<file path="config.mk">
export PLATFORM = sky130hd
export DESIGN_NAME = td4_core
export DESIGN_NICKNAME = d
export VERILOG_FILES = /design/src/rtl/td4_core.sv
export SDC_FILE = /design/constraint.sdc
export NUM_CORES = 1
export LEC_CHECK = 0
export ABC_AREA = 1
export CAP_MARGIN = 0
export CORE_MARGIN = 8
export CORE_UTILIZATION = 56
export DETAILED_ROUTE_END_ITERATION = 8
export PLACE_DENSITY = 0.84
export SKIP_CTS_REPAIR_TIMING = 1
export SLEW_MARGIN = 10
export SYNTH_ARGS = -nofsm -noshare
export SYNTH_HDL_FRONTEND = slang
export SYNTH_SLANG_ARGS = --single-unit
</file>
<file path="constraint.sdc">
create_clock -name clk -period 4.1 [get_ports clk]
set_clock_uncertainty 0.15 [all_clocks]
set_input_delay 0.82 -clock clk [delete_from_list [all_inputs] [get_ports clk]]
set_output_delay 0.82 -clock clk [all_outputs]
set_load 0.02 [all_outputs]
</file>
<file path="src/rtl/td4_core.sv">
// TD4 4-bit single-cycle execution core: fetches from an external ROM at PC and commits one instruction per enabled edge.
// Optional jump-to-self halt detection is compiled in with `define TD4_HALT_DETECT_EN.
module td4_core (
  input  logic       clk,
  input  logic       rst_n,
  input  logic       ce,
  output logic [3:0] rom_addr,
  input  logic [7:0] rom_data,
  input  logic [3:0] in_port,
  output logic [3:0] out_port,
  output logic       carry,
  output logic       halted
);

  localparam logic [3:0] OP_ADD_A = 4'b0000;
  localparam logic [3:0] OP_MOV_AB = 4'b0001;
  localparam logic [3:0] OP_IN_A  = 4'b0010;
  localparam logic [3:0] OP_MOV_A = 4'b0011;
  localparam logic [3:0] OP_MOV_BA = 4'b0100;
  localparam logic [3:0] OP_ADD_B = 4'b0101;
  localparam logic [3:0] OP_IN_B  = 4'b0110;
  localparam logic [3:0] OP_MOV_B = 4'b0111;
  localparam logic [3:0] OP_OUT_B = 4'b1001;
  localparam logic [3:0] OP_OUT_I = 4'b1011;
  localparam logic [3:0] OP_JNC   = 4'b1110;
  localparam logic [3:0] OP_JMP   = 4'b1111;

  logic [3:0] pc_q, pc_d;
  logic [3:0] a_q, a_d;
  logic [3:0] b_q, b_d;
  logic [3:0] out_q, out_d;
  logic       c_q, c_d;
  logic       jump_taken;
  logic       advance;
  logic [3:0] opcode, imm;
  logic [4:0] sum_a, sum_b;

  assign opcode = rom_data[7:4];
  assign imm    = rom_data[3:0];
  assign sum_a  = {1'b0, a_q} + {1'b0, imm};
  assign sum_b  = {1'b0, b_q} + {1'b0, imm};

  // Carry defaults to 0: only the two ADDs produce a carry-out.
  always_comb begin
    pc_d       = pc_q + 4'd1;
    a_d        = a_q;
    b_d        = b_q;
    out_d      = out_q;
    c_d        = 1'b0;
    jump_taken = 1'b0;
    case (opcode)
      OP_ADD_A:  {c_d, a_d} = sum_a;
      OP_ADD_B:  {c_d, b_d} = sum_b;
      OP_MOV_A:  a_d = imm;
      OP_MOV_B:  b_d = imm;
      OP_MOV_AB: a_d = b_q;
      OP_MOV_BA: b_d = a_q;
      OP_IN_A:   a_d = in_port;
      OP_IN_B:   b_d = in_port;
      OP_OUT_B:  out_d = b_q;
      OP_OUT_I:  out_d = imm;
      OP_JMP: begin
        pc_d       = imm;
        jump_taken = 1'b1;
      end
      OP_JNC: begin
        if (!c_q) begin
          pc_d       = imm;
          jump_taken = 1'b1;
        end
      end
      default: ;
    endcase
  end

`ifdef TD4_HALT_DETECT_EN
  logic halt_q, halt_d;

  // A taken jump back onto the current PC can never make progress, so freeze.
  always_comb begin
    halt_d = halt_q | (jump_taken && (imm == pc_q));
  end

  assign advance = ce & ~halt_q;
  assign halted  = halt_q;

  always_ff @(posedge clk or negedge rst_n) begin
    if (!rst_n) begin
      halt_q <= 1'b0;
    end else if (advance) begin
      halt_q <= halt_d;
    end
  end
`else
  logic unused_jump;

  assign unused_jump = jump_taken;
  assign advance     = ce;
  assign halted      = 1'b0;
`endif

  always_ff @(posedge clk or negedge rst_n) begin
    if (!rst_n) begin
      pc_q  <= 4'd0;
      a_q   <= 4'd0;
      b_q   <= 4'd0;
      out_q <= 4'd0;
      c_q   <= 1'b0;
    end else if (advance) begin
      pc_q  <= pc_d;
      a_q   <= a_d;
      b_q   <= b_d;
      out_q <= out_d;
      c_q   <= c_d;
    end
  end

  assign rom_addr = pc_q;
  assign out_port = out_q;
  assign carry    = c_q;

endmodule
</file>
**After elaboration in Yosys (flattened, before gate mapping)**

Index checks and enable logic that the tools add are counted.

- Word-level logic and storage cells: 32
- Output and inout bits: 10
- Flip-flop bits (word level): 17

- Eq/ne operators: 11
- Add/sub/neg operators: 3
- Reductions and logical operators: 7
- Muxes and demuxes: 6

Operators with widths:

| operator | number |
|---|---|
| 4-bit one-hot mux with 4 select lines | 2 |
| 4-bit by 3-bit equality test with 1-bit output (second input constant) | 4 |
| 4-bit equality test (second input constant) | 4 |
| 4-bit one-hot mux with 2 select lines | 2 |
| 4-bit by 4-bit adder with 5-bit output | 2 |
| 4-bit by 2-bit equality test with 1-bit output (second input constant) | 2 |
| 4-bit nonzero test | 2 |
| 2-bit AND reduction | 3 |
| 4-bit by 1-bit adder with 4-bit output (second input constant) | 1 |
| 4-bit by 1-bit equality test with 1-bit output (second input constant) | 1 |
| 4-bit logical NOT | 1 |
| 4-bit 2-to-1 mux | 1 |
| 1-bit one-hot mux with 2 select lines | 1 |
| 2-bit nonzero test | 1 |

**Logic depth before layout (Yosys ltp)**

- Depth after elaboration: 3
- Mapped depth: 7

**Worst setup path after synthesis**

Ideal clock, no wire load.

- Kind: input-to-reg
- From: input rom_data[0]
- To: register b_q[2]
- Library setup time: 0.122 ns
- Slack: 2.126 ns
- Stages: 6
- Arrival: 1.702 ns
- Path through: ha_1 inv_1 fa_1 xnor2_1 o21ai_1 o21ai_1

- Word-level cells in the longest chain between the ends: 2

Ends and longest elaborated chain:

| element | line | source |
|---|---|---|
| start, declared | 8 | `input logic [7:0] rom_data,` |
| 4-bit by 4-bit adder with 5-bit output | 41 | `assign sum_b = {1'b0, b_q} + {1'b0, imm};` |
| 4-bit one-hot mux with 4 select lines | 51 | `case (opcode)` |
| end signal, assigned | 106 | `b_q <= 4'd0;` |
| end signal, assigned | 112 | `b_q <= b_d;` |
| end, declared | 30 | `logic [3:0] b_q, b_d;` |

No other way between the ends.
A chain may end at the register's enable or synchronous reset.

**Worst setup path in the final report**

- From: input rom_data[0]
- To: register a_q[2]

- Word-level cells in the longest chain between the ends: 2

Ends and longest elaborated chain:

| element | line | source |
|---|---|---|
| 4-bit by 4-bit adder with 5-bit output | 40 | `assign sum_a = {1'b0, a_q} + {1'b0, imm};` |
| 4-bit one-hot mux with 4 select lines | 51 |  |
| end signal, assigned | 105 | `a_q <= 4'd0;` |
| end signal, assigned | 111 | `a_q <= a_d;` |
| end, declared | 29 | `logic [3:0] a_q, a_d;` |

No other way between the ends.

==> flow_summary.yaml <==
routing:
  drt-pass1-iter-count: 4
  wl_per_cell_um: 12.8
  vias: 1440
  via_per_inst: 5.33
  drtAntennaViolNets: 0
  totalWireLength_um: 3460
  drc: 0
  drt_iter0_drc: 82
die:
  die_area_um2: 4360
  coreArea_um2: 2430
  rows: 18
  initial_utilization: 0.577
  die_width_um: 66.0
  die_h_um: 66.0
  pin_count: 25
finish:
  syn_to_final_growth_pct: 20.2
  drive_gt1_frac: 0.0542
  multi_input_area_um2: 861
  instances_no_fill: 270
  design_area_um2: 1690
  regArea_um2: 425
  nFillCells: 204
  diodes: 0
  nNetsFinal: 267
pwr:
  p_int_uw: 394
  seqPwrFrac: 0.388
  powerDensity_nw_per_um2: 394
  switching_power_uw: 271
  power.share.combinational: 0.471
  swShare: 0.408
  leakage_nw: 0.824
  p_clk_frac: 0.141
  ir_drop_mv: 0.336
global_routing:
  grt_max_degree: 18
  antenna_found_initial: 0
  first_global_vias: 1350
  grt_pass1_wl_um: 6070
  grt_use_total: 0.175
  grt.overflow.total: 0
yosys:
  postSynthAreaPerCell_um2: 6.52
  synth_warnings: 0
  syn_area_um2: 1400
  synth_top_area_cell: "dfrtp_1"
  yosysTopAreaCellShare: 0.303
  synth.distinct_cells: 22
  yosysSeqAreaShare: 0.303
  synth-seq-cells: 17
  synth_cells: 215
  syn_nets: 241
  ys_top_cells_by_area: "dfrtp_1 30%, nand2_1 18%, nand3_1 8.2%"
setup_path:
  path_common_cell: "nand2_1"
  cp_cell_sequence: "clkdlybuf4s50_1 -> ha_1 -> inv_1 -> fa_1 -> xor2_1 -> a21oi_1 -> nand2_1 -> nand2_1"
  crit-reg2reg-launch: "b_q[0]$_DFFE_PN0P_"
  timing.critical_path.buf_inv: 2
  cp_top_family: "buffers and inverters"
  critical_path_class: "in -> reg"
  arrival_ns: 2.52
  crit_required_ns: 4.19
  start_kind: "input port"
  crit_fanout: 6
  crit_start: "rom_data[0]"
  cp_slowest_stage_delay_ns: 0.63
  crit_slowest_cell: "clkdlybuf4s50_1"
  worst_setup_path_end_kind: "flop"
cts:
  cts_max_path_buffers: 2
  cts_tree: "done"
  cts_root_buffer: "clkbuf_4"
  clk_pin_slew_ns: 0.10
  cts-htree-levels: 1
  cts_made_buffers: 3
  insertion_delay_ns: 0.30
  clkSinkCount: 17
timing:
  max_slew_margin: 0.468
  fin_crit_sh: 0.592
  finalCriticalPeriod_ns: 2.43
  hold_viol: 0
  worst_pin_slew_ns: 0.796
  final-max-slew-violation-count: 0
  setup_viol: 0
  finalSetupTns_ns: 0
  rsz0062_at_grt: "false"
  fmaxAchievable_mhz: 412
min_path:
  hold_class: "reg -> reg"
  worstHoldStart: "out_port[3]$_DFFE_PN0P_"
place:
  dp_hpwl_um: 2710
  dp.cells: 266
  port_buffers: 23
  dpl_cell_area_um2: 1660
  routabilityCongestion: 0.911
job:
  drv_cap: 0
outcome:
  status: "completed"
[power by group through the flow]
stage	Combinational, mW	Clock, mW	Sequential (mW)
final	0.313	0.0935	0.258
after global routing	0.357	0.105	0.265
after CTS	0.315	0.0948	0.258
after detailed placement	0.313	0	0.261
after global placement	0.310	0	0.260
after floorplan	0.180	0	0.280
[cell usage after synthesis]
cell / number
a21oi_1: 8
a21oi_2: 1
buf_4: 1
clkbuf_1: 1
conb_1: 1
dfrtp_1: 17
fa_1: 2
ha_1: 9
inv_1: 24
inv_2: 4
nand2_1: 66
nand3_1: 23
nand4_1: 3
nor2_1: 24
nor2_2: 3
nor2_4: 1
nor3_2: 1
o21ai_0: 14
o21ai_1: 7
o22ai_1: 2
xnor2_1: 1
xor2_1: 2
[worst paths after layout]
kind	to	slack, ns	depth (start not counted)
max reg2reg	carry$_DFFE_PN0P_	2.46	6
max	a_q[2]$_DFFE_PN0P_	1.67	8
min in group asynchronous	a_q[0]$_DFFE_PN0P_	0.83	1
max in group asynchronous	b_q[0]$_DFFE_PN0P_	2.48	1
min	out_port[3]$_DFFE_PN0P_	0.35	2
min reg2reg	out_port[3]$_DFFE_PN0P_	0.35	2
[flip-flops by register name, summed over array words and instances (netlist names)]
register	cells
carry	1
a_q	4
b_q	4
rom_addr	4
out_port	4
[layout make-up]
type / count / share of cell area
clock buffers: 4 / 0.0156
inverters: 28 / 0.0624
multi-input cells: 168 / 0.511
flip-flops and latches: 17 / 0.252
well taps: 30 / 0.0223
repair buffers: 23 / 0.137
[metal layers]
layer | GRT usage | vias up | part of all wire
met5 | 0 | - | 0
met4 | 0.0640 | 0 | 0.016
met3 | 0.0390 | 7 | 0.10
met2 | 0.261 | 65 | 0.42
met1 | 0.240 | 624 | 0.46
li1 | - | 744 | -
[placed cells by master (no fill, tap or decap), types with 3 or more instances in the layout]
cell type        instances
nand3_1                 23
inv_1                   24
nor2_1                  24
nand4_1                  3
nor2_2                   3
a21oi_1                  8
o21ai_1                  7
clkbuf_4                 3
o21ai_0                 14
nand2_1                 66
dfrtp_1                 17
clkdlybuf4s50_1         23
ha_1                     9
inv_2                    4
[cells by family (layout without fill, tap and decap cells)]
logic type / after synthesis / in the layout / synth area share
AND/OR/NAND/NOR: 121 / 121 / 0.365
AO/OA/AOI/OAI: 32 / 32 / 0.119
buffers and inverters: 30 / 55 / 0.0830
flip-flops: 17 / 17 / 0.303
adder cells (fa/ha/maj): 11 / 11 / 0.109
XOR/XNOR: 3 / 3 / 0.0187
other: 1 / 1 / 0.00267
[through the flow]
step / utilization / hold slack, ns / setup slack (ns) / total power [mW]
2_1_floorplan: - / 0.325 / 2.13 / 0.460
3_3_place_gp: 0.682 / 0.317 / 1.41 / 0.570
3_5_place_dp: 0.682 / 0.320 / 1.37 / 0.574
4_1_cts: 0.693 / 0.345 / 1.68 / 0.668
5_1_grt: 0.693 / 0.378 / 1.55 / 0.727
6_report: 0.693 / 0.346 / 1.67 / 0.665
[tightest hold or removal path, cell delays in order, from the launching register on]
cell and delay [ns]:
dfrtp_1 0.36, nand2_1 0.06, nand2_1 0.05
(Power assumes the default switching activity.)
